<file path="src/rtl/pipeline_hazard_ctl.sv">
// pipeline_hazard_ctl: stall/flush/redirect/forwarding sequencer for a 5-stage RV32 pipeline.
// Ports: i_clk/i_rst_n clock and async active-low reset; i_rs*/i_rd*/i_reg_wr_* hazard operands;
// i_result_src_e, i_pc_src_e, i_ecall_m, i_mret_m, i_mem_req_m, i_dmem_ready events;
// o_*_clk_en stage enables, o_*_flush bubbles, o_pc_sel redirect, o_fwd_*_e forwarding,
// o_stall_cnt saturating PC-stall cycles, o_mem_timeout sticky wait-state timeout.
module pipeline_hazard_ctl #(
  parameter logic [1:0] LOAD_SRC    = 2'b01,
  parameter int         STALL_CNT_W = 16,
  parameter int         MEM_TIMEOUT = 64
) (
  input  logic                   i_clk,
  input  logic                   i_rst_n,
  input  logic [4:0]             i_rs1_d,
  input  logic [4:0]             i_rs2_d,
  input  logic [4:0]             i_rs1_e,
  input  logic [4:0]             i_rs2_e,
  input  logic [4:0]             i_rd_e,
  input  logic [4:0]             i_rd_m,
  input  logic [4:0]             i_rd_w,
  input  logic                   i_reg_wr_m,
  input  logic                   i_reg_wr_w,
  input  logic [1:0]             i_result_src_e,
  input  logic                   i_pc_src_e,
  input  logic                   i_ecall_m,
  input  logic                   i_mret_m,
  input  logic                   i_mem_req_m,
  input  logic                   i_dmem_ready,
  output logic                   o_pc_clk_en,
  output logic                   o_if_id_clk_en,
  output logic                   o_id_ex_clk_en,
  output logic                   o_ex_mem_clk_en,
  output logic                   o_if_id_flush,
  output logic                   o_id_ex_flush,
  output logic                   o_ex_mem_flush,
  output logic                   o_mem_wb_flush,
  output logic [1:0]             o_pc_sel,
  output logic [1:0]             o_fwd_a_e,
  output logic [1:0]             o_fwd_b_e,
  output logic [STALL_CNT_W-1:0] o_stall_cnt,
  output logic                   o_mem_timeout
);
  localparam int WC_W = $clog2(MEM_TIMEOUT + 1);
  typedef enum logic [1:0] {RUN, MEM_WAIT, TRAP, MRET} state_t;
  state_t          r_state, w_next;
  logic [WC_W-1:0] r_wait_cnt;
  logic            w_pc_en, w_if_id_en, w_id_ex_en, w_ex_mem_en;
  logic            w_if_id_fl, w_id_ex_fl, w_ex_mem_fl, w_mem_wb_fl;
  logic [1:0]      w_pc_sel, w_fwd_a, w_fwd_b;
  logic            w_mem_stall, w_load_use, w_at_limit, w_release, w_hit_timeout;
  assign w_fwd_a = (i_reg_wr_m && i_rd_m != 5'd0 && i_rd_m == i_rs1_e) ? 2'b10 :
                   (i_reg_wr_w && i_rd_w != 5'd0 && i_rd_w == i_rs1_e) ? 2'b01 : 2'b00;
  assign w_fwd_b = (i_reg_wr_m && i_rd_m != 5'd0 && i_rd_m == i_rs2_e) ? 2'b10 :
                   (i_reg_wr_w && i_rd_w != 5'd0 && i_rd_w == i_rs2_e) ? 2'b01 : 2'b00;
  assign w_mem_stall   = i_mem_req_m && !i_dmem_ready;
  assign w_load_use    = i_result_src_e == LOAD_SRC && i_rd_e != 5'd0 &&
                         (i_rd_e == i_rs1_d || i_rd_e == i_rs2_d);
  assign w_at_limit    = r_wait_cnt == WC_W'(MEM_TIMEOUT);
  // The timeout path releases exactly like a ready response so the pipeline cannot deadlock.
  assign w_release     = r_state == MEM_WAIT && (i_dmem_ready || w_at_limit);
  assign w_hit_timeout = r_state == MEM_WAIT && !i_dmem_ready && w_at_limit;
  always_comb begin
    w_pc_en     = 1'b1;
    w_if_id_en  = 1'b1;
    w_id_ex_en  = 1'b1;
    w_ex_mem_en = 1'b1;
    w_if_id_fl  = 1'b0;
    w_id_ex_fl  = 1'b0;
    w_ex_mem_fl = 1'b0;
    w_mem_wb_fl = 1'b0;
    w_pc_sel    = 2'b00;
    w_next      = r_state;
    case (r_state)
      RUN: begin
        if (w_mem_stall) begin
          {w_pc_en, w_if_id_en, w_id_ex_en, w_ex_mem_en} = 4'b0000;
          w_mem_wb_fl = 1'b1;
          w_next      = MEM_WAIT;
        end else if (i_ecall_m || i_mret_m) begin
          {w_if_id_fl, w_id_ex_fl, w_ex_mem_fl} = 3'b111;
          w_pc_en = 1'b0;
          w_next  = i_ecall_m ? TRAP : MRET;
        end else if (i_pc_src_e) begin
          {w_if_id_fl, w_id_ex_fl} = 2'b11;
        end else if (w_load_use) begin
          {w_pc_en, w_if_id_en} = 2'b00;
          w_id_ex_fl = 1'b1;
        end
      end
      MEM_WAIT: begin
        if (w_release) begin
          w_next = RUN;
        end else begin
          {w_pc_en, w_if_id_en, w_id_ex_en, w_ex_mem_en} = 4'b0000;
          w_mem_wb_fl = 1'b1;
        end
      end
      TRAP, MRET: begin
        w_pc_sel = r_state == TRAP ? 2'b01 : 2'b10;
        {w_if_id_fl, w_id_ex_fl} = 2'b11;
        w_next = RUN;
      end
      default: w_next = RUN;
    endcase
  end
  // Reset forces a frozen, fully flushed pipeline independent of the clock.
  assign o_pc_clk_en     = i_rst_n & w_pc_en;
  assign o_if_id_clk_en  = i_rst_n & w_if_id_en;
  assign o_id_ex_clk_en  = i_rst_n & w_id_ex_en;
  assign o_ex_mem_clk_en = i_rst_n & w_ex_mem_en;
  assign o_if_id_flush   = !i_rst_n | w_if_id_fl;
  assign o_id_ex_flush   = !i_rst_n | w_id_ex_fl;
  assign o_ex_mem_flush  = !i_rst_n | w_ex_mem_fl;
  assign o_mem_wb_flush  = !i_rst_n | w_mem_wb_fl;
  assign o_pc_sel        = i_rst_n ? w_pc_sel : 2'b00;
  assign o_fwd_a_e       = i_rst_n ? w_fwd_a : 2'b00;
  assign o_fwd_b_e       = i_rst_n ? w_fwd_b : 2'b00;
  always_ff @(posedge i_clk or negedge i_rst_n) begin
    if (!i_rst_n) begin
      r_state       <= RUN;
      r_wait_cnt    <= '0;
      o_stall_cnt   <= '0;
      o_mem_timeout <= 1'b0;
    end else begin
      r_state       <= w_next;
      r_wait_cnt    <= (r_state == RUN && w_mem_stall) ? WC_W'(1) :
                       (r_state == MEM_WAIT && !w_release) ? r_wait_cnt + WC_W'(1) : '0;
      o_stall_cnt   <= (!w_pc_en && o_stall_cnt != '1) ? o_stall_cnt + 1'b1 : o_stall_cnt;
      o_mem_timeout <= o_mem_timeout | w_hit_timeout;
    end
  end
endmodule

</file>
<file path="config.mk">
export PLATFORM = sky130hd
export DESIGN_NAME = pipeline_hazard_ctl
export DESIGN_NICKNAME = d
export VERILOG_FILES = /design/src/rtl/pipeline_hazard_ctl.sv
export SDC_FILE = /design/constraint.sdc
export NUM_CORES = 1
export LEC_CHECK = 0
export CORE_AREA = 2 2 69 71
export DETAILED_ROUTE_END_ITERATION = 7
export DIE_AREA = 0 0 71 73
export GPL_TIMING_DRIVEN = 0
export PLACE_DENSITY = 0.8
export SLEW_MARGIN = 20
export SYNTH_ARGS = -nofsm -noshare
export SYNTH_HDL_FRONTEND = slang
export SYNTH_SLANG_ARGS = --single-unit
</file>
<file path="constraint.sdc">
create_clock -name i_clk -period 3.04 [get_ports i_clk]
set_clock_uncertainty 0.05 [all_clocks]
set_input_delay 0.456 -clock i_clk [delete_from_list [all_inputs] [get_ports i_clk]]
set_output_delay 0.456 -clock i_clk [all_outputs]
set_load 0.005 [all_outputs]
</file>
==> metrics.md <==
| Metric | Value |
|---|---|
| Fin. max-slew vios | `0` |
| Row count | `25` |
| Setup crit end kind | `output pin` |
| Cts-stage hold buffer count | `0` |
| Total Wirelength | `approximately 4700 µm` |
| Yosys warnings | `0` |
| Die Wd | `71 µm` |
| Post-detail-place hpwl | `3790 µm` |
| Max FO, Critical Path | `3` |
| Pleak | `0.00117 µW` |
| Ant diodes | `0` |
| CP Cell Sequence | `clkdlybuf4s50_1 > or4_4 > o21ai_2 > buf_4 > nor4_2 > and2_1 > clkdlybuf4s50_1` |
| Initial antenna violation count | `0` |
| # port buffers | `76` |
| Initial core utilization | `0.420` |
| Worst-skew pair later-pin latency | `0.27 ns` |
| Maxcap violations | `0` |
| Clock-pin slew on the worst setup and hold paths | `0.09 ns` |
| Hold_ws | `0.0253 ns` |
| Nets | `329` |
| Die height | `roughly 73 µm` |
| CP startpoint | `i_rd_m[1]` |
| Post-route cell area | `2890 µm²` |
| Met2 Resource Use GR | `0.366` |
| CP arrival | `2.48 ns` |
| Die Area | `5180 µm²` |
| Final Hold Vio Count | `0` |
| Drt via density | `5.17` |
| Setup Crit Path Kind | `primary input to output pin` |
| Ports | `77` |
| Least-Margin Pin Slew | `0.503 ns` |
| Post-route DRC | `0` |
| Power per Cell Area | `approximately 540 nW/µm²` |
| Met3 usage | `0.0401` |
| VDD IR max | `0.244 mV` |
| Register area share after synthesis | `0.342` |
| Fin crit share | `0.984` |
| Worst Path Required | `2.53 ns` |
| Achievable Freq | `334 MHz` |
| Syn Area/Cell | `just under 10 µm²` |
| Status | `finished clean` |
| GPL Wtd Cong | `0.776` |
| Clock root buffer master | `clkbuf_8` |
| R2R depth | `9` |
| Routed Antenna Nets | `0` |
| Gr usage total | `0.193` |
| Endpoints failing setup | `0` |
| CP bufs+invs | `3` |
| Post-synth ARST share | `1.00` |
| Total gr overflow | `0` |
| Syn Nets | `242` |
| Busiest metal layer after global routing | `met2` |
| Met1 usage | `0.212` |
| HP Class | `primary input to async pin` |
| Critical Path Sink | `o_fwd_a_e[1]` |
| Reg-to-reg slack, setup | `0.76 ns` |
| Post-synthesis cell count | `about 190` |
| Slew headroom | `0.661` |
| Routed WL per cell | `about 14 µm` |
| CP peak stage delay | `between 0.5 and 0.6 ns` |
| Start of the worst register-to-register path | `r_wait_cnt[0]$_DFF_PN0_` |
| Number of DRC markers in iteration 0 | `31` |
| H-tree levels | `1` |
| Cell count along the critical path | `7` |
| Clock Sinks | `26` |
| Synth Register Bits | `26` |
| CP most frequent cell | `clkdlybuf4s50_1` |
| First-pass GRT wire length | `7950 µm` |
| Post-synth EDFFs | `0` |
| Final Critical Period | `around 3 ns` |
| Top_reg_cell synth | `dfrtp_1` |
| Critical-path top delay cell | `or4_4` |
| Vias post-DR | `about 1,700` |
| Core area | `4540 µm²` |
| Clk buf depth | `2` |
| Maximum number of pins on one net before global-route repair | `28` |
| Top Family by Delay on Critical Path | `buffers and inverters` |
| CTS tree | `done` |
| P&R area growth vs syn | `51.5%` |
| Yosys cell types | `48` |
| Vias in the first global route | `1,767` |
| Pre-antenna DRT Iters | `4` |
| Tot Pwr | `1560 µW` |
| Placed Instance Area | `roughly 2700 µm²` |
| CTS Buf Count | `3` |
| Layout cell share with drive strength beyond 1 | `0.161` |
| Worst reg2reg endpoint | `o_stall_cnt[12]$_DFFE_PN0P_` |
| Mapped cell area | `1900 µm²` |
| Critical path launch point type | `primary input` |
-- cell families (layout without fill, tap and decap cells) --
kind of cell | after synthesis | count (layout) | synth area share
AOI/OAI and AO/OA | 15 | 15 | 0.0670
xor gates and xnor gates | 50 | 50 | 0.230
adders and majority gates | 3 | 3 | 0.0197
buffers and inverters | 10 | 96 | 0.0302
DFF | 26 | 26 | 0.342
muxes | 2 | 2 | 0.0131
and+or+nand+nor | 87 | 87 | 0.298
-- per-layer routing --
layer / wire length [µm] / vias to the layer above
met3: 323 / 8
met1: 1870 / 805
li1: - / 844
met5: 0 / -
met2: 2460 / 63
met4: 89 / 0
-- worst min-delay path by stage --
stage / from / endpoint / cells past startpoint
floorplan: i_rst_n / o_mem_timeout$_DFF_PN0_ / 0
global placement: o_stall_cnt[11]$_DFFE_PN0P_ / o_stall_cnt[11]$_DFFE_PN0P_ / 1
detailed placement: o_stall_cnt[15]$_DFFE_PN0P_ / o_stall_cnt[15]$_DFFE_PN0P_ / 1
CTS: i_rst_n / o_stall_cnt[14]$_DFFE_PN0P_ / 1
global route: i_rst_n / o_stall_cnt[10]$_DFFE_PN0P_ / 1
finish: i_rst_n / o_stall_cnt[0]$_DFFE_PN0P_ / 1
-- what timing repair did --
item / 4_1_cts / 5_1_grt
pin swaps: 3 / 4
endpoints found under the setup margin: 6 / 6
buffers inserted: 3 / 3
gates resized for setup: 13 / 6
-- flip-flops by register name, summed over array words and instances (netlist names) --
signal	count
o_mem_timeout	1
o_stall_cnt	16
r_state	2
r_wait_cnt	7
-- cell usage after synthesis (2+ instances only) --
library cell	number	area [µm²]
dfrtp_1	26	651
and2_1	6	37.5
nor2_1	16	60.1
and4_1	4	35.0
xor2_1	28	245
and3_1	3	18.8
nand3_1	8	40.0
buf_6	2	22.5
nor3_1	4	20.0
nor3b_1	2	15.0
o21ai_0	3	15.0
ha_1	3	37.5
nor3_2	7	70.1
or4_1	4	30.0
xnor2_1	22	193
nor4_1	4	25.0
nand2_1	13	48.8
nor4_2	3	37.5
inv_1	5	18.8
nor2b_1	2	12.5
-- area by class of cell --
| type | instances | area (µm²) |
|---|---|---|
| inverter | 5 | 18.8 |
| clock inverter | 1 | 30.0 |
| timing repair buffer | 82 | 803 |
| multi-input combinational | 157 | 1230 |
| buffer | 5 | 40.0 |
| sequential | 26 | 651 |
| clock buffer | 3 | 41.3 |
| tap | 54 | 67.6 |
| fill | 390 | 1650 |
-- cells in the final DEF, fill, tap and decap left out, drive strengths merged, types with 3 or more instances in the layout --
master         count
inv                5
or4                4
nand3              8
dlygate4sd2        6
buf               11
clkbuf             4
nor3              12
and3               4
o21ai              4
nor2              17
xnor2             22
dfrtp             26
nand2             13
xor2              28
dlymetal6s2s       3
and4               4
ha                 3
and2               6
nor3b              3
clkdlybuf4s50     66
nor4               7
-- metrics by stage --
| step | std cells | setup slack (ns) | TNS (ns) | util |
|---|---|---|---|---|
| 2_1_floorplan | 193 | 0.704 | 0 | - |
| 3_3_place_gp | 323 | -1.12 | -6.19 | 0.602 |
| 3_5_place_dp | 323 | -0.406 | -0.852 | 0.601 |
| 4_1_cts | 330 | 0.0245 | 0 | 0.626 |
| 5_1_grt | 333 | -0.00684 | -0.00684 | 0.636 |
| 6_report | 333 | 0.0499 | 0 | 0.636 |
-- where the power goes --
group	total, µW	leakage, µW	switching, µW	internal, µW
clock	289	0.0000357	113	176
combinational	715	0.000827	300	415
sequential	555	0.000310	120	435
total	1560	0.00117	533	1030
Power figures use the tool's default switching activity.
